## src/rtl/div_arb_pkg.sv

```systemverilog
// Shared types and constants for the divider arbiter.
// Latency: n/a (declarations only).
// Backpressure: n/a.
package div_arb_pkg;

    localparam int OPERAND_W = 8;
    localparam int VALUES_W  = 2 * OPERAND_W;
    localparam int RESULT_W  = 16;

    localparam logic [RESULT_W-1:0] DIV_ZERO_RESULT = 16'hFFFF;
    localparam logic [RESULT_W-1:0] TIMEOUT_RESULT  = 16'h0000;

    typedef enum logic [1:0] {
        ST_IDLE,
        ST_BUSY,
        ST_DONE,
        ST_CLEAR
    } state_t;

    typedef struct packed {
        logic [OPERAND_W-1:0] dividend;
        logic [OPERAND_W-1:0] divisor;
    } operands_t;

    typedef struct packed {
        logic [OPERAND_W-1:0] remainder;
        logic [OPERAND_W-1:0] quotient;
    } result_t;

endpackage

```

## src/rtl/divider_arbiter_if.sv

```systemverilog
// Requester-side and divider-side signals of the divider arbiter.
// Latency: none (wires only).
// Backpressure: requesters hold rq_req until rq_ack; divider completes via div_ack.
interface divider_arbiter_if #(
    parameter int N_REQ = 4
);
    import div_arb_pkg::*;

    localparam int ID_W = $clog2(N_REQ);

    logic [N_REQ-1:0]          rq_req;
    logic [VALUES_W*N_REQ-1:0] rq_values;
    logic [N_REQ-1:0]          rq_ack;
    logic [RESULT_W-1:0]       rq_result;
    logic                      rq_err;
    logic [ID_W-1:0]           grant_id;
    logic                      busy;
    logic                      div_req;
    logic [VALUES_W-1:0]       div_values;
    logic                      div_ack;
    logic [RESULT_W-1:0]       div_result;
    logic                      div_clr_n;

    // Arbiter view.
    modport slave (
        input  rq_req, rq_values, div_ack, div_result,
        output rq_ack, rq_result, rq_err, grant_id, busy,
               div_req, div_values, div_clr_n
    );

    // Client / divider view.
    modport master (
        output rq_req, rq_values, div_ack, div_result,
        input  rq_ack, rq_result, rq_err, grant_id, busy,
               div_req, div_values, div_clr_n
    );

endinterface

```

## src/rtl/rr_picker.sv

```systemverilog
// Round-robin winner selection: first set request at or after ptr, wrapping.
// Latency: combinational.
// Backpressure: none; any_req flags whether winner is meaningful.
module rr_picker #(
    parameter int N_REQ = 4,
    parameter int ID_W  = $clog2(N_REQ)
) (
    input  logic [N_REQ-1:0] req,
    input  logic [ID_W-1:0]  ptr,
    output logic [ID_W-1:0]  winner,
    output logic             any_req
);

    // Scan from ptr upward, wrapping at N_REQ; the first hit wins.
    always_comb begin
        int              idx;
        logic [ID_W-1:0] cand;
        winner  = '0;
        any_req = 1'b0;
        idx     = 0;
        cand    = '0;
        for (int i = 0; i < N_REQ; i++) begin
            idx = int'(ptr) + i;
            if (idx >= N_REQ) begin
                idx = idx - N_REQ;
            end
            cand = ID_W'(idx);
            if (!any_req && req[cand]) begin
                winner  = cand;
                any_req = 1'b1;
            end
        end
    end

endmodule

```

## src/rtl/divider_arbiter.sv

```systemverilog
// Shares one 8-bit divider among N_REQ requesters, one job at a time, round-robin.
// Latency: grant +1 cycle, rq_ack 1 cycle after div_ack, clear 1 cycle later (div latency + 3 per job).
// Backpressure: requests wait in IDLE until the previous job's clear cycle has passed.
module divider_arbiter
    import div_arb_pkg::*;
#(
    parameter int N_REQ   = 4,
    parameter int TIMEOUT = 64
) (
    input  logic             clk,
    input  logic             reset_n,
    divider_arbiter_if.slave bus
);

    localparam int ID_W   = $clog2(N_REQ);
    localparam int TCNT_W = $clog2(TIMEOUT + 1);
    localparam logic [N_REQ-1:0] ACK_ONE = N_REQ'(1);

    state_t              state;
    logic [ID_W-1:0]     ptr;
    logic [TCNT_W-1:0]   tcnt;
    logic [ID_W-1:0]     grant_id;
    logic                busy;
    logic                div_req;
    operands_t           div_values;
    logic                div_clr_n;
    logic [N_REQ-1:0]    rq_ack;
    logic [RESULT_W-1:0] rq_result;
    logic                rq_err;

    logic [ID_W-1:0]     winner;
    logic                any_req;
    operands_t           win_ops;
    logic [ID_W-1:0]     ptr_next;

    rr_picker #(
        .N_REQ (N_REQ),
        .ID_W  (ID_W)
    ) u_picker (
        .req     (bus.rq_req),
        .ptr     (ptr),
        .winner  (winner),
        .any_req (any_req)
    );

    // Operand mux for the current winner; pointer advances past it with wrap.
    always_comb begin
        win_ops = '0;
        for (int i = 0; i < N_REQ; i++) begin
            if (winner == ID_W'(i)) begin
                win_ops = bus.rq_values[VALUES_W*i +: VALUES_W];
            end
        end
        ptr_next = (winner == ID_W'(N_REQ - 1)) ? '0 : winner + 1'b1;
    end

    // Job sequencer: grant, run divider (or short-circuit), report, clear.
    always_ff @(posedge clk or negedge reset_n) begin
        if (!reset_n) begin
            state      <= ST_IDLE;
            ptr        <= '0;
            tcnt       <= '0;
            grant_id   <= '0;
            busy       <= 1'b0;
            div_req    <= 1'b0;
            div_values <= '0;
            div_clr_n  <= 1'b1;
            rq_ack     <= '0;
            rq_result  <= '0;
            rq_err     <= 1'b0;
        end else begin
            case (state)
                ST_IDLE: begin
                    if (any_req) begin
                        grant_id   <= winner;
                        div_values <= win_ops;
                        ptr        <= ptr_next;
                        busy       <= 1'b1;
                        tcnt       <= '0;
                        if (win_ops.divisor != '0) begin
                            div_req <= 1'b1;
                            state   <= ST_BUSY;
                        end else begin
                            // Divide-by-zero never touches the divider.
                            rq_result <= DIV_ZERO_RESULT;
                            rq_err    <= 1'b1;
                            rq_ack    <= ACK_ONE << winner;
                            state     <= ST_DONE;
                        end
                    end
                end
                ST_BUSY: begin
                    // A completion on the last timeout cycle still counts as success.
                    if (bus.div_ack) begin
                        rq_result <= bus.div_result;
                        rq_err    <= 1'b0;
                        div_req   <= 1'b0;
                        rq_ack    <= ACK_ONE << grant_id;
                        state     <= ST_DONE;
                    end else if (tcnt == TCNT_W'(TIMEOUT - 1)) begin
                        rq_result <= TIMEOUT_RESULT;
                        rq_err    <= 1'b1;
                        div_req   <= 1'b0;
                        rq_ack    <= ACK_ONE << grant_id;
                        state     <= ST_DONE;
                    end else begin
                        tcnt <= tcnt + 1'b1;
                    end
                end
                ST_DONE: begin
                    rq_ack    <= '0;
                    div_clr_n <= 1'b0;
                    state     <= ST_CLEAR;
                end
                ST_CLEAR: begin
                    div_clr_n <= 1'b1;
                    busy      <= 1'b0;
                    state     <= ST_IDLE;
                end
                default: begin
                    state <= ST_IDLE;
                end
            endcase
        end
    end

    assign bus.grant_id   = grant_id;
    assign bus.busy       = busy;
    assign bus.div_req    = div_req;
    assign bus.div_values = div_values;
    assign bus.div_clr_n  = div_clr_n;
    assign bus.rq_ack     = rq_ack;
    assign bus.rq_result  = rq_result;
    assign bus.rq_err     = rq_err;

endmodule

```

## src/flat_wrapper.sv

```systemverilog
// flat-port wrapper written by rule: the top's interface ports become plain ports
module divider_arbiter_flat import div_arb_pkg::*;
#(
    parameter int N_REQ   = 4,
    parameter int TIMEOUT = 64
)
  (clk, reset_n, bus_rq_req, bus_rq_values, bus_div_ack, bus_div_result, bus_rq_ack, bus_rq_result, bus_rq_err, bus_grant_id, bus_busy, bus_div_req, bus_div_values, bus_div_clr_n);
  divider_arbiter_if #(.N_REQ(N_REQ)) bus_i ();
  input  logic clk;
  input  logic reset_n;
  input wire logic [$bits(bus_i.rq_req)-1:0] bus_rq_req;
  input wire logic [$bits(bus_i.rq_values)-1:0] bus_rq_values;
  input wire logic [$bits(bus_i.div_ack)-1:0] bus_div_ack;
  input wire logic [$bits(bus_i.div_result)-1:0] bus_div_result;
  output wire logic [$bits(bus_i.rq_ack)-1:0] bus_rq_ack;
  output wire logic [$bits(bus_i.rq_result)-1:0] bus_rq_result;
  output wire logic [$bits(bus_i.rq_err)-1:0] bus_rq_err;
  output wire logic [$bits(bus_i.grant_id)-1:0] bus_grant_id;
  output wire logic [$bits(bus_i.busy)-1:0] bus_busy;
  output wire logic [$bits(bus_i.div_req)-1:0] bus_div_req;
  output wire logic [$bits(bus_i.div_values)-1:0] bus_div_values;
  output wire logic [$bits(bus_i.div_clr_n)-1:0] bus_div_clr_n;
  assign bus_i.rq_req = bus_rq_req;
  assign bus_i.rq_values = bus_rq_values;
  assign bus_i.div_ack = bus_div_ack;
  assign bus_i.div_result = bus_div_result;
  assign bus_rq_ack = bus_i.rq_ack;
  assign bus_rq_result = bus_i.rq_result;
  assign bus_rq_err = bus_i.rq_err;
  assign bus_grant_id = bus_i.grant_id;
  assign bus_busy = bus_i.busy;
  assign bus_div_req = bus_i.div_req;
  assign bus_div_values = bus_i.div_values;
  assign bus_div_clr_n = bus_i.div_clr_n;
  divider_arbiter #(.N_REQ(N_REQ), .TIMEOUT(TIMEOUT)) u_core (.clk(clk), .reset_n(reset_n), .bus(bus_i));
endmodule
```

## config.mk

```make
export PLATFORM = sky130hd
export DESIGN_NAME = divider_arbiter_flat
export DESIGN_NICKNAME = d
export VERILOG_FILES = /design/src/rtl/div_arb_pkg.sv /design/src/rtl/divider_arbiter_if.sv /design/src/rtl/rr_picker.sv /design/src/rtl/divider_arbiter.sv /design/src/flat_wrapper.sv
export SDC_FILE = /design/constraint.sdc
export NUM_CORES = 1
export LEC_CHECK = 0
export ABC_AREA = 1
export CAP_MARGIN = 20
export CORE_UTILIZATION = 40
export DETAILED_ROUTE_END_ITERATION = 7
export MAX_ROUTING_LAYER = met4
export PLACE_DENSITY = 0.84
export REMOVE_ABC_BUFFERS = 1
export SYNTH_ARGS = -nofsm -noshare
export SYNTH_HDL_FRONTEND = slang
export SYNTH_SLANG_ARGS = --single-unit
export TNS_END_PERCENT = 100
```

## constraint.sdc

```tcl
create_clock -name clk -period 5.8 [get_ports clk]
set_input_delay 0.58 -clock clk [delete_from_list [all_inputs] [get_ports clk]]
set_output_delay 0.58 -clock clk [all_outputs]
set_load 0.1 [all_outputs]
```

* Yosys cells after proc, flatten, opt, wreduce, memory -nomap -nowiden
Cells that the tools add are included.
** Storage, ports and cells
- Register bits :: 53
- Input port bits :: 87
- Output and inout port bits :: 42
- Word-level logic and storage cells :: 121
** Cells by class
- Add/subtract/negate cells :: 9
- $lt $le $gt $ge :: 8
- Equal/unequal tests :: 13
- Shift operators :: 2
- Mux-type cells :: 57
- Reduce and logical (&&, ||, !) cells :: 20
** Operators by type and width (count)
- 16-bit 2-to-1 mux :: 8
- 16-bit case mux with 2 select lines :: 1
- 2-bit 2-to-1 mux :: 13
- 7-bit 2-to-1 mux :: 3
- 1-bit 2-to-1 mux :: 17
- 4-bit 2-to-1 mux :: 4
- 4-bit AND reduction :: 4
- 7-bit case mux with 2 select lines :: 1
- 2-bit by 3-bit less-than comparator with 1-bit output, second input constant :: 4
- 4-bit case mux with 3 select lines :: 1
- 3-bit >= comparator, second input constant :: 3
- 1-bit binary-select mux with 2-bit select :: 4
- 2-bit == test, second input constant :: 4
- 1-bit case mux with 2 select lines :: 4
- 2-bit case mux with 4 select lines :: 1
- 8-bit nonzero test :: 1
- 1-bit by 2-bit left shift with 4-bit output, first input constant :: 2
- 2-bit by 1-bit subtractor with 2-bit output, second input constant :: 4
- 7-bit by 1-bit adder with 7-bit output, second input constant :: 1
- 7-bit by 6-bit == test with 1-bit output, second input constant :: 1
- 2-bit by 2-bit adder with 3-bit output, second input constant :: 2
- 2-bit != test, second input constant :: 3
- 2-bit AND reduction :: 3
- 2-bit nonzero test :: 3
- 10 further kinds :: 17

* Depth between registers and ports, before layout
Gate-level depths: netlist of run 1.
- Depth in word-level cells :: 23
- Gate-level depth with buffers :: 26
- Gate-level depth less buffers :: 22

* Modules after synthesis
From an unflattened synthesis of run 1, not the netlist that was laid out.
** Unflattened totals
- Cells, all modules :: 469
- Area, all modules :: 3387.0 um2
** Modules (own cells, without submodules)
- divider_arbiter :: instances 1, cells an instance 410, area an instance 3067.9 um2, seq. area each 1327.5 um2
- rr_picker :: instances 1, cells an instance 59, area an instance 319.1 um2, seq. area each 0.0 um2

* Worst setup path before layout of run 1
Ideal clock, no wire load.
- Path type :: in2reg
- From :: input bus_rq_req[3]
- To :: register u_core.rq_result[0], in the netlist u_core.bus.rq_result[0]
- Setup time :: 0.121 ns
- Arrival :: 2.837 ns
- Data required time :: 5.679 ns
- Slack :: 2.842 ns
- Cell stages on the path :: 22
- Buffers on the path :: 3
- Path through :: inv_1 > nand2_1 > nand3_1 > nand2_1 > nor2_4 > nand3_1 > nand3_1 > inv_1 > ha_1 > buf_6 > buf_6 > a21oi_1 > nand2_1 > a21boi_2 > nand2_1 > nor2_2 > nand2_2 > nand2_2 > nand3_4 > buf_12 > nand2_4 > o21ai_2
** Between the ends
- Cells in the longest elaborated chain, start to end :: 20
- Elaborated cells between the ends (all ways) :: 34
- Classes of those cells :: eq/ne: 5; mux: 20; reduce/logical: 9
** RTL lines
- from (decl) :: RTL line flat_wrapper.sv:11 : input wire logic [$bits(bus_i.rq_req)-1:0] bus_rq_req;
- 1-bit binary-select mux with 2-bit select :: RTL line rr_picker.sv:28 : if (!any_req && req[cand]) begin
- 1-bit 2-to-1 mux (implied by the code) :: RTL line rr_picker.sv:28
- 1-bit 2-to-1 mux :: RTL line rr_picker.sv:28
- 1-bit zero test :: RTL line rr_picker.sv:28
- 1-bit logical AND :: RTL line rr_picker.sv:28
- 1-bit 2-to-1 mux :: RTL line rr_picker.sv:28
- 1-bit zero test :: RTL line rr_picker.sv:28
- 1-bit logical AND :: RTL line rr_picker.sv:28
- [... 3 more ...]
- 2-bit 2-to-1 mux * :: RTL line rr_picker.sv:28
- via u_core.u_picker.winner[0] :: RTL line rr_picker.sv:10 : output logic [ID_W-1:0] winner,
- 2-bit zero test :: RTL line divider_arbiter.sv:50 : if (winner == ID_W'(i)) begin
- 16-bit 2-to-1 mux (3 in a row) :: RTL line divider_arbiter.sv:50
- 16-bit 2-to-1 mux * :: RTL line divider_arbiter.sv:50
- 8-bit nonzero test * :: RTL line divider_arbiter.sv:80 : if (win_ops.divisor != '0) begin
- 2-bit != test (no line) *
- 4-bit AND reduction (no line) *
- to (signal assigned) :: RTL line divider_arbiter.sv:95 : rq_result <= bus.div_result;
- to (decl) :: RTL line divider_arbiter.sv:28 : logic [RESULT_W-1:0] rq_result;
The timed path passes the listed nets; every way through them passes the cells marked *. The select of a mux whose other input is x is not followed.
A chain may end at the register's enable or synchronous reset.

* Worst setup path in the final report of run 1
- From :: input bus_rq_req[3]
- To :: register u_core.rq_result[12], in the netlist u_core.bus.rq_result[12]
The elaborated chain is that of the path after synthesis.

==> impl_metrics.json, run 1 <==
{
  "cp_data_arrival_time_ns": 4.58,
  "firstDrtPassIters": 4,
  "cts_inserted_buffers": 5,
  "gp_congestion": 0.842,
  "grt_max_degree": 45,
  "synthCells": 429,
  "core-area_mm2": 0.00826,
  "io_pins": 129,
  "yosysSeqAreaShare": 0.388,
  "rsz0062_at_grt": "false",
  "wl_per_cell_um": 13.4,
  "cp-end-kind": "flip-flop",
  "rows": 33,
  "synthToLayoutAreaGrowth_pct": 38.6,
  "clk_path_buf_depth": 2,
  "die_h_um": 94.5,
  "ys_types": 40,
  "ys_ff_latch": 53,
  "crit_fanout": 34,
  "place_area_mm2": 0.00466,
  "clk_pin_slew_ns": 0.10,
  "layout-drive-gt1-share": 0.127,
  "antenna_left": 0,
  "reg2reg_to": "u_core.bus.rq_result[12]$_DFFE_PN0P_",
  "crit_type": "in -> reg",
  "grt-ovfl-total": 0,
  "max_slew_margin": 0.333,
  "r2r_start": "u_core.ptr[0]$_DFFE_PN0P_",
  "grt_pass1_wl_um": 13600,
  "dp_cells": 642,
  "drtIter0Drc": 166,
  "rr_worst_depth": 20,
  "portBuffers": 128,
  "syn_area_mm2": 0.00342,
  "grt_pass1_vias": 2987,
  "finalHoldViolCount": 0,
  "yosysTopAreaCellShare": 0.380,
  "postCtsHoldBufs": 0,
  "synth_edf_count": 0,
  "cts_setup_buffers": 0,
  "fin_area_mm2": 0.00475,
  "synth-main-ff-cell": "dfrtp_1",
  "ys_warn_count": 0,
  "tightest_slew_ns": 0.997,
  "antenna_found_initial": 0,
  "via_per_inst": 5.01,
  "fin_crit_sh": 0.760,
  "cts_tree": "built",
  "grtUsageTotal": 0.199,
  "dp_hpwl_um": 6610,
  "synth_largest_area_cell": "dfrtp_1",
  "skew_ns": 0.0117,
  "final.setup.tns_ns": 0,
  "async_reset_ff_frac": 1.00,
  "max_freq_ghz": 0.227,
  "setup_viol": 0,
  "layout.cells.non_filler": 650,
  "post_cts_resized": 0,
  "cts.sinks": 53,
  "drt_wl_total_um": 8700,
  "die_w_um": 94.5,
  "maxCapViolCount": 0,
  "synth_area_leaders": "dfrtp_1 (38%), nand2_1 (12%), a21oi_1 (5.0%)",
  "nNetsFinal": 640,
  "slew_viol_final": 0,
  "antennaDiodeCount": 0,
  "num_vias": 3257,
  "cts-htree-levels": 2,
  "fin_crit_ns": 4.41,
  "avgSynthCellArea_um2": 7.98,
  "drc": 0,
  "floorplan.die_area_mm2": 0.00893,
  "start_kind": "input pin",
  "insertion_delay_ns": 0.31,
  "reg2reg_setup_slack_ns": 1.50,
  "cts_root_buf": "clkbuf_8",
  "start_util": 0.415,
  "crit_required_ns": 5.98,
  "status": "finished clean",
  "hold_class": "in -> async"
}
[metal layers]
| metal | vias up | GRT usage | share of wire |
|---|---|---|---|
| li1 | 1649 | - | - |
| met1 | 1462 | 0.247 | 0.44 |
| met2 | 135 | 0.329 | 0.47 |
| met3 | 11 | 0.0427 | 0.073 |
| met4 | 0 | 0.0530 | 0.013 |
| met5 | - | - | 0 |
[logic make-up after synthesis]
logic type	after synthesis	share of synthesized area
adder cells (fa/ha/maj)	9	0.0329
buffers and inverters	55	0.0914
XOR/XNOR	1	0.00256
AND/OR/NAND/NOR	207	0.291
flip-flops	53	0.388
AO/OA/AOI/OAI	104	0.194
[sequential cells by signal (all words and copies together), names as in the netlist]
signal                 count
u_core.tcnt                7
u_core.bus.div_req         1
u_core.bus.grant_id        2
u_core.bus.rq_result      16
u_core.bus.div_clr_n       1
u_core.bus.rq_err          1
u_core.bus.div_values     16
u_core.state               2
u_core.bus.rq_ack          4
u_core.bus.busy            1
u_core.ptr                 2
[worst max-delay path by stage]
stage	from	end	slack, ns	cells after the start
after floorplan	bus_rq_req[3]	u_core.bus.rq_result[12]$_DFFE_PN0P_	2.30	19
after global placement	bus_rq_req[1]	u_core.bus.rq_result[14]$_DFFE_PN0P_	1.38	21
after detailed placement	bus_rq_req[3]	u_core.bus.rq_result[12]$_DFFE_PN0P_	1.15	21
after CTS	bus_rq_req[3]	u_core.bus.rq_result[12]$_DFFE_PN0P_	1.47	21
after global routing	bus_rq_req[3]	u_core.bus.rq_result[15]$_DFFE_PN0P_	1.0	21
final	bus_rq_req[3]	u_core.bus.rq_result[12]$_DFFE_PN0P_	1.39	21
[through the flow]
step / hold slack (ns) / utilization / worst slack [ns]
2_1_floorplan: 0.284 / - / 2.30
3_3_place_gp: 0.446 / 0.565 / 1.38
3_5_place_dp: 0.454 / 0.565 / 1.15
4_1_cts: 0.112 / 0.575 / 1.47
5_1_grt: 0.124 / 0.575 / 0.997
6_report: 0.111 / 0.575 / 1.39
[layout make-up]
class	instances	area, um^2
flip-flops and latches	53	1330
clock inverters	1	7.51
inverters	33	129
well taps	105	131
multi-input cells	321	1780
fillers	723	3510
repair buffers	130	1290
clock buffers	7	76.3
[synth_stat cells, types with 4 or more instances]
master    number
nor2_1        32
a221oi_1       8
nand2_4       11
a21oi_1       34
nor2_2         5
o21ai_0       27
nand2_2       10
ha_1           9
inv_1         27
inv_2          4
a21boi_1       4
buf_6         10
clkbuf_1       5
nand3_1       21
nand4_1        6
o21ai_2       18
buf_2          4
nand2_1      107
dfrtp_1       52
nor3_1         9
[layout by cell type, fill, tap and decap left out, types with 11 or more instances in the layout]
cell             count
nor2_1              32
inv_1               27
o21ai_0             27
o21ai_2             18
dfrtp_1             52
clkdlybuf4s50_1    127
nand2_4             11
nand3_1             21
nand2_1            107
a21oi_1             34
[critical path, cell delays in order]
cell and delay, ns:
clkdlybuf4s50_1 0.50, inv_1 0.07, nand2_1 0.07, nand3_1 0.12
nand2_1 0.16, nor2_4 0.07, nand3_1 0.13, nand3_1 0.19
inv_1 0.12, ha_1 0.63, nor2_2 0.28, nand2_1 0.13
nand2_1 0.05, a21boi_0 0.21, nand2_1 0.12, nor2_2 0.11
nand2_2 0.09, nand2_2 0.10, nand3_4 0.50, nand2_1 0.27
o21ai_2 0.07
Power of run 1 is left out: the tool's default activity adds up to more than one toggle a clock period on the data nets, which glitch-free logic cannot reach.
==> inputs of run 2 (changes only) <==
==> constraint.sdc (replaced) <==
create_clock -name clk -period 4.47 [get_ports clk]
set_input_delay 0.447 -clock clk [delete_from_list [all_inputs] [get_ports clk]]
set_output_delay 0.447 -clock clk [all_outputs]
set_load 0.1 [all_outputs]
==> impl_metrics.json, run 2 (same netlist as run 1, synthesis figures left out) <==
{
  "start_kind": "flip-flop",
  "antennaDiodeCount": 0,
  "met3_usage": 0.0395,
  "synthToLayoutAreaGrowth_pct": 41.0,
  "grtUsageTotal": 0.216,
  "fin_crit_ns": 3.79,
  "crit_type": "reg -> reg",
  "wl_per_cell_um": 14.0,
  "r2r_start": "u_core.ptr[0]$_DFFE_PN0P_",
  "tightest_slew_ns": 1.01,
  "num_vias": 3409,
  "gr-max-usage-layer": "met2",
  "cp-end-kind": "flip-flop",
  "gp_congestion": 0.831,
  "rows": 33,
  "layout_commonest_cell": "clkdlybuf4s50_1",
  "die_w_um": 94.5,
  "core-area_mm2": 0.00826,
  "top_regs": "u_core.bus.div_values (16), u_core.bus.rq_result (16), u_core.tcnt (7)",
  "drt_wl_total_um": 9170,
  "post_cts_resized": 0,
  "rsz0062_at_grt": "false",
  "layout-drive-gt1-share": 0.135,
  "io_pins": 129,
  "status": "finished clean",
  "floorplan.die_area_mm2": 0.00893,
  "seq_area_mm2": 0.00133,
  "start_util": 0.415,
  "crit_fanout": 18,
  "finalHoldViolCount": 0,
  "firstDrtPassIters": 4,
  "clk_pin_slew_ns": 0.09,
  "mostFrequentLayoutCells": "clkdlybuf4s50_1 (127), nand2_1 (107), dfrtp_1 (52)",
  "fin_crit_sh": 0.848,
  "slew_viol_final": 0,
  "reg2reg_to": "u_core.bus.rq_result[15]$_DFFE_PN0P_",
  "max_slew_margin": 0.322,
  "antenna_left": 0,
  "grt_pass1_vias": 3353,
  "fillCellCount": 713,
  "drtIter0Drc": 215,
  "antenna_found_initial": 0,
  "rr_worst_depth": 22,
  "min_from": "u_core.bus.div_clr_n$_DFFE_PN1P_",
  "setup_viol": 0,
  "max_freq_ghz": 0.264,
  "maxCapViolCount": 0,
  "cp_data_arrival_time_ns": 4.03,
  "cts_tree": "built",
  "clk_path_buf_depth": 2,
  "grt_pass1_wl_um": 14900,
  "crit_required_ns": 4.71,
  "cts_setup_buffers": 0,
  "cts.sinks": 53,
  "nNetsFinal": 645,
  "dp_hpwl_um": 6890,
  "grt-ovfl-total": 0,
  "final.setup.tns_ns": 0,
  "reg2reg_setup_slack_ns": 0.68,
  "use_met2": 0.376,
  "met1_usage": 0.251,
  "cts-htree-levels": 2,
  "skew_ns": 0.00344,
  "drc": 0,
  "insertion_delay_ns": 0.31,
  "die_h_um": 94.5,
  "cts_inserted_buffers": 5,
  "crit_start": "u_core.ptr[0]$_DFFE_PN0P_",
  "cts_root_buf": "clkbuf_8",
  "postCtsHoldBufs": 1,
  "grt_max_degree": 45,
  "via_per_inst": 5.20,
  "portBuffers": 128,
  "endpoint": "u_core.bus.rq_result[15]$_DFFE_PN0P_",
  "multi_input_area_mm2": 0.00178,
  "hold_class": "reg -> reg"
}
run 2: worst min path at each step:
| stage | to | slack [ns] | cells past startpoint |
|---|---|---|---|
| after floorplan | u_core.bus.busy$_DFFE_PN0P_ | 0.15 | 0 |
| after global placement | u_core.bus.div_values[10]$_DFFE_PN0P_ | 0.31 | 1 |
| after detailed placement | u_core.bus.div_values[12]$_DFFE_PN0P_ | 0.31 | 1 |
| after CTS | u_core.bus.div_clr_n$_DFFE_PN1P_ | 0.48 | 2 |
| after global routing | u_core.bus.div_clr_n$_DFFE_PN1P_ | 0.50 | 2 |
| final | u_core.bus.div_clr_n$_DFFE_PN1P_ | 0.48 | 2 |
run 2: through the flow:
stage	instances	hold slack, ns	util	instance area, um^2	setup slack [ns]
final	655	0.481	0.584	4830	0.682
after global routing	655	0.495	0.584	4830	0.329
after CTS	655	0.482	0.584	4830	0.717
after detailed placement	646	0.313	0.570	4700	0.446
after global placement	646	0.309	0.570	4700	0.622
after floorplan	407	0.151	-	3240	0.993
run 2: cell type report:
| cell class | count | share of cell area |
|---|---|---|
| well taps | 105 | 0.0272 |
| multi-input cells | 321 | 0.369 |
| clock inverters | 2 | 0.00804 |
| flip-flops and latches | 53 | 0.275 |
| repair buffers | 135 | 0.278 |
| inverters | 33 | 0.0267 |
| clock buffers | 6 | 0.0150 |
run 2: routing by layer:
metal,share of wire,vias up
met2,0.49,156
met5,0,-
met3,0.072,20
li1,-,1661
met1,0.42,1572
met4,0.021,0
run 2: critical path, cell delays in order (launching register included):
cell and delay (ns):
dfrtp_1 0.58, inv_4 0.11, nand2_1 0.10, nand2_2 0.11
nand2_2 0.08, nand2_2 0.07, a31oi_1 0.21, nand3_1 0.20
inv_1 0.14, ha_1 0.26, inv_1 0.08, nor2_2 0.44
nand2_1 0.13, nand2_1 0.09, a21boi_0 0.10, nand2_1 0.10
nor2_2 0.04, nand2_2 0.10, nand2_2 0.09, nand3_4 0.27
buf_12 0.24, nand2_1 0.09, o21ai_2 0.07
Power of run 2 is left out for the same reason.
==> inputs of run 3 (changes only) <==
--- a/config.mk
+++ b/config.mk
@@ -10,7 +10,7 @@
 export CORE_UTILIZATION = 40
 export DETAILED_ROUTE_END_ITERATION = 7
 export MAX_ROUTING_LAYER = met4
-export PLACE_DENSITY = 0.84
+export PLACE_DENSITY = 0.87
 export REMOVE_ABC_BUFFERS = 1
 export SYNTH_ARGS = -nofsm -noshare
 export SYNTH_HDL_FRONTEND = slang
==> constraint.sdc (replaced) <==
create_clock -name clk -period 3.4 [get_ports clk]
set_input_delay 0.34 -clock clk [delete_from_list [all_inputs] [get_ports clk]]
set_output_delay 0.34 -clock clk [all_outputs]
set_load 0.1 [all_outputs]
==> impl_metrics.json, run 3 (same netlist as run 1, synthesis figures left out) <==
{
  "status": "finished clean",
  "cts_root_buf": "clkbuf_8",
  "antenna_found_initial": 0,
  "fin_crit_ns": 3.18,
  "max_freq_ghz": 0.315,
  "dp_hpwl_um": 7000,
  "crit_fanout": 20,
  "io_pins": 129,
  "nNetsFinal": 655,
  "core-area_mm2": 0.00826,
  "grt-ovfl-total": 0,
  "hold_class": "in -> async",
  "start_kind": "flip-flop",
  "portBuffers": 128,
  "clk_path_buf_depth": 2,
  "top_regs": "u_core.bus.div_values (16), u_core.bus.rq_result (16), u_core.tcnt (7)",
  "wl_per_cell_um": 14.1,
  "cpMaxStageDelayCell": "dfrtp_2",
  "r2r_start": "u_core.ptr[0]$_DFFE_PN0P_",
  "tightest_slew_ns": 1.01,
  "maxCapViolCount": 0,
  "firstDrtPassIters": 4,
  "critPathBufInv": 4,
  "antenna_left": 0,
  "mostFrequentLayoutCells": "clkdlybuf4s50_1 (127), nand2_1 (107), dfrtp_1 (51)",
  "crit_required_ns": 3.60,
  "grtUsageTotal": 0.218,
  "reg2reg_setup_slack_ns": 0.22,
  "place_area_mm2": 0.00482,
  "cp-end-kind": "flip-flop",
  "layout-drive-gt1-share": 0.157,
  "path_delay_family": "simple AND/OR/NAND/NOR gates",
  "fin_crit_sh": 0.934,
  "gp_congestion": 0.958,
  "fin_area_mm2": 0.00494,
  "die_h_um": 94.5,
  "start_util": 0.415,
  "drtIter0Drc": 220,
  "crit_type": "reg -> reg",
  "top_layer_used": "met4",
  "via_per_inst": 5.21,
  "slowest_delay_ns": 0.45,
  "clk_pin_slew_ns": 0.10,
  "grt_pass1_vias": 3369,
  "skew_ns": 0.00627,
  "die_w_um": 94.5,
  "fillCellCount": 717,
  "postCtsHoldBufs": 0,
  "cts_inserted_buffers": 5,
  "layout_commonest_cell": "clkdlybuf4s50_1",
  "grt_pass1_wl_um": 15000,
  "grt_max_degree": 37,
  "insertion_delay_ns": 0.31,
  "reg2reg_to": "u_core.bus.rq_result[12]$_DFFE_PN0P_",
  "setup_viol": 0,
  "num_vias": 3459,
  "cts_tree": "built",
  "max_slew_margin": 0.327,
  "antennaDiodeCount": 0,
  "cts.sinks": 53,
  "path_cells": "clkbuf_2 > nand2_1 > nand3_1 > nand2_1 > nor2_4 > nand3_1 > nand3_2 > inv_1 > ha_1 > buf_12 > a21oi_1 > nand2_1 > a21boi_1 > nand2_1 > nor2_2 > nand2_2 > nand2_2 > nand3_4 > buf_12 > nand2_1 > o21ai_2",
  "dr_wl_met2_um": 4550,
  "floorplan.die_area_mm2": 0.00893,
  "finalHoldViolCount": 0,
  "rr_worst_depth": 21,
  "drc": 0,
  "cp_data_arrival_time_ns": 3.38,
  "cts-htree-levels": 2,
  "m1WireLength_um": 3940,
  "rows": 33,
  "drt_wl_total_um": 9390,
  "dr_wl_met3_um": 771,
  "slew_viol_final": 0,
  "synthToLayoutAreaGrowth_pct": 44.3,
  "crit_top_cell": "nand2_1"
}
## run 3: worst reg2reg max path: cells and delay by family, from the launching register on
kind,cells,cell delay (ns)
DFF,1,0.45
and+or+nand+nor,13,1.42
AOI/OAI and AO/OA,3,0.37
adders and majority gates,1,0.21
buffers and inverters,4,0.59
## run 3: final cells by class
class / instances / area (um^2) / area share
inverter: 33 / 129 / 0.0261
timing repair buffer: 145 / 1460 / 0.296
tap: 105 / 131 / 0.0266
clock buffer: 6 / 82.6 / 0.0167
clock inverter: 1 / 7.51 / 0.00152
multi-input combinational: 321 / 1800 / 0.364
sequential: 53 / 1330 / 0.269
## run 3: worst max-delay path by stage
stage,slack [ns],depth (start not counted),start,to
after floorplan,-0.08,19,u_core.ptr[0]$_DFFE_PN0P_,u_core.bus.rq_result[12]$_DFFE_PN0P_
after global placement,0.006,22,bus_rq_req[3],u_core.bus.rq_result[12]$_DFFE_PN0P_
after detailed placement,-0.12,23,bus_rq_req[1],u_core.bus.rq_result[12]$_DFFE_PN0P_
after CTS,0.06,24,u_core.ptr[0]$_DFFE_PN0P_,u_core.bus.rq_result[12]$_DFFE_PN0P_
after global routing,-0.02,21,u_core.ptr[0]$_DFFE_PN0P_,u_core.bus.rq_result[12]$_DFFE_PN0P_
final,0.22,21,u_core.ptr[0]$_DFFE_PN0P_,u_core.bus.rq_result[12]$_DFFE_PN0P_
## run 3: repair_timing
action | CTS | global route
gates resized for setup | 0 | 6
setup endpoints to repair | 0 | 24
buffers inserted | 0 | 2
## run 3: per-stage QoR
| step | util | hold WS [ns] | setup TNS, ns | cells | setup slack, ns |
|---|---|---|---|---|---|
| CTS | 0.595 | 0.145 | 0 | 662 | 0.0641 |
| global route | 0.598 | 0.182 | -0.0246 | 664 | -0.0183 |
| detailed placement | 0.584 | 0.458 | -1.76 | 655 | -0.116 |
| global placement | 0.584 | 0.452 | 0 | 655 | 0.00602 |
| finish | 0.598 | 0.110 | 0 | 664 | 0.223 |
| floorplan | - | 0.0444 | -0.780 | 407 | -0.0768 |
## run 3: layer usage
layer / vias to the layer above / global-route usage
met1: 1614 / 0.257
met3: 15 / 0.0435
li1: 1680 / -
met4: 0 / 0.0530
met5: - / -
met2: 150 / 0.380
Power of run 3 is left out for the same reason.
==> RTL edit: new RTL, config.mk and constraints of run 3 <==
Set the package constant `DIV_ZERO_RESULT` to 16'hBFFF (it was 16'hFFFF).
--- a/src/rtl/div_arb_pkg.sv
+++ b/src/rtl/div_arb_pkg.sv
@@ -9,3 +9,3 @@
 
-    localparam logic [RESULT_W-1:0] DIV_ZERO_RESULT = 16'hFFFF;
+    localparam logic [RESULT_W-1:0] DIV_ZERO_RESULT = 16'hBFFF;
     localparam logic [RESULT_W-1:0] TIMEOUT_RESULT  = 16'h0000;
Check against the original RTL: not equivalent (a bounded check fails within 4 cycles, from zero or initial values and one cycle with reset_n low).
==> RTL edit against run 3 <==
- design area about the same
- wire length up 1.4%
- setup slack better by 0.038 ns
- sequential cell count did not move
- synthesized area decreased by 0.15%
- final cell count is 0.75% higher
Power is left out: the tool's default activity adds up to more than one toggle a clock period on the data nets, which glitch-free logic cannot reach.
==> RTL edit: results <==
export IMPL_viasPerCell=5.17
export IMPL_grtUsageMet3=0.0443
export IMPL_grt_max_degree=38
export IMPL_clock_latency_ns=0.31
export IMPL_drive_above_1_share=0.172
export IMPL_status="complete, no violations"
export IMPL_largestRegisters="u_core.bus.div_values (16), u_core.bus.rq_result (16), u_core.tcnt (7)"
export IMPL_fin_cells=669
export IMPL_synth_edf_count=0
export IMPL_grt_pass1_vias=3369
export IMPL_slew_viol_final=0
export IMPL_synth_cell_type_count=40
export IMPL_ys_top_cells_by_area="dfrtp_1 (38%), nand2_1 (12%), a21oi_1 (4.7%), o21ai_2 (4.4%), buf_6 (3.6%)"
export IMPL_drt_first_pass_iters=6
export IMPL_crit_fanout=5
export IMPL_clk_pin_slew_worst_paths_ns=0.10
export IMPL_postSynthAreaPerCell_um2=7.93
export IMPL_root_buffer="clkbuf_8"
export IMPL_cts_buffer_depth=2
export IMPL_gr_usage_met2=0.376
export IMPL_htreeDepth=2
export IMPL_grt_antenna_before_repair=0
export IMPL_groute_usage_overall=0.223
export IMPL_grt_pass1_wl_mm=15.3
export IMPL_synthFlopType="dfrtp_1"
export IMPL_skew_ns=0.00437
export IMPL_netlist_top_cells_count="nand2_1 (110), dfrtp_1 (52), a21oi_1 (32), nor2_1 (32), inv_1 (25)"
export IMPL_cts_inserted_buffers=5
export IMPL_dp_hpwl_mm=6.92
export IMPL_drt_iter0_drc=227
export IMPL_slew_headroom=0.315
export IMPL_yosysSeqAreaShare=0.388
export IMPL_async_flop_share=1.00
export IMPL_yosys_warnings=0
export IMPL_dp_cells=658
export IMPL_port_buffers=128
export IMPL_wl_mm=9.51
export IMPL_gp_congestion=0.850
export IMPL_num_antenna_cells=0
export IMPL_use_met1=0.265
export IMPL_arrival_ns=3.34
export IMPL_hold_class="input port to asynchronous set/reset pin"
==> RTL edit: cell types whose count changed after synthesis, moves of 3 or more <==
cell,delta
o21ai_0,-13
nand2_4,-8
nand3_1,+3
nand2_1,+3
nand2_2,+9
o21ai_1,+10
==> RTL edit: cell type report <==
type	instances	area [µm²]
Multi-Input combinational cell	325	1830
Clock inverter	3	25.0
Tap cell	105	131
Timing Repair Buffer	147	1430
Clock buffer	5	68.8
Fill cell	698	3320
Inverter	31	124
Sequential cell	53	1330
==> RTL edit: metal layers <==
layer / vias to the layer above / wire length (µm)
met4: 0 / 223
met3: 25 / 514
met2: 121 / 4790
li1: 1696 / -
met1: 1619 / 3990
met5: - / 0
==> RTL edit: final timing paths <==
check	cells after the start	slack, ns	start	endpoint
setup / recovery	22	0.26	u_core.ptr[0]	u_core.state[0]
hold / removal	1	0.09	reset_n	u_core.bus.div_values[9]
setup reg to reg	22	0.26	u_core.ptr[0]	u_core.state[0]
hold reg to reg	2	0.48	u_core.bus.div_clr_n	u_core.bus.div_clr_n
max in group asynchronous	2	2.53	reset_n	u_core.bus.grant_id[1]
min in group clk	2	0.48	u_core.bus.div_clr_n	u_core.bus.div_clr_n
==> RTL edit: cell families after synthesis <==
group | Yosys count | synth area share
DFF | 53 | 0.388
buffers and inverters | 54 | 0.0900
adders and majority gates | 9 | 0.0329
xor gates and xnor gates | 1 | 0.00256
AOI/OAI and AO/OA | 99 | 0.189
and+or+nand+nor | 215 | 0.298
==> RTL edit: critical path, stage by stage (launching register included) <==
cell and delay (ns):
dfrtp_2 0.43, clkbuf_2 0.20, nand2_1 0.09, nand3_1 0.12
nand2_2 0.12, nor2_8 0.14, nand3_1 0.12, nand3_2 0.12
inv_1 0.06, buf_4 0.14, ha_1 0.21, buf_4 0.15
nand3_1 0.08, nand2_1 0.08, a21boi_2 0.15, nand2_1 0.11
nor2_4 0.14, nand2_4 0.08, nand2_4 0.12, buf_4 0.14
nand2_1 0.06, nor2_1 0.12, a21oi_1 0.06
==> RTL edit: what timing repair did <==
action / in CTS / in global routing
endpoints found under the hold margin: 0 / 0
buffers inserted: 0 / 2
endpoints found under the setup margin: 0 / 23
resized for setup: 0 / 9
==> RTL edit: through the flow <==
step / area, µm² / setup slack [ns] / TNS, ns
floorplan: 3230 / 0.250 / 0
global placement: 4780 / 0.0758 / 0
detailed placement: 4780 / -0.0407 / -0.190
CTS: 4880 / 0.0778 / 0
global route: 4940 / 0.00592 / 0
finish: 4940 / 0.261 / 0
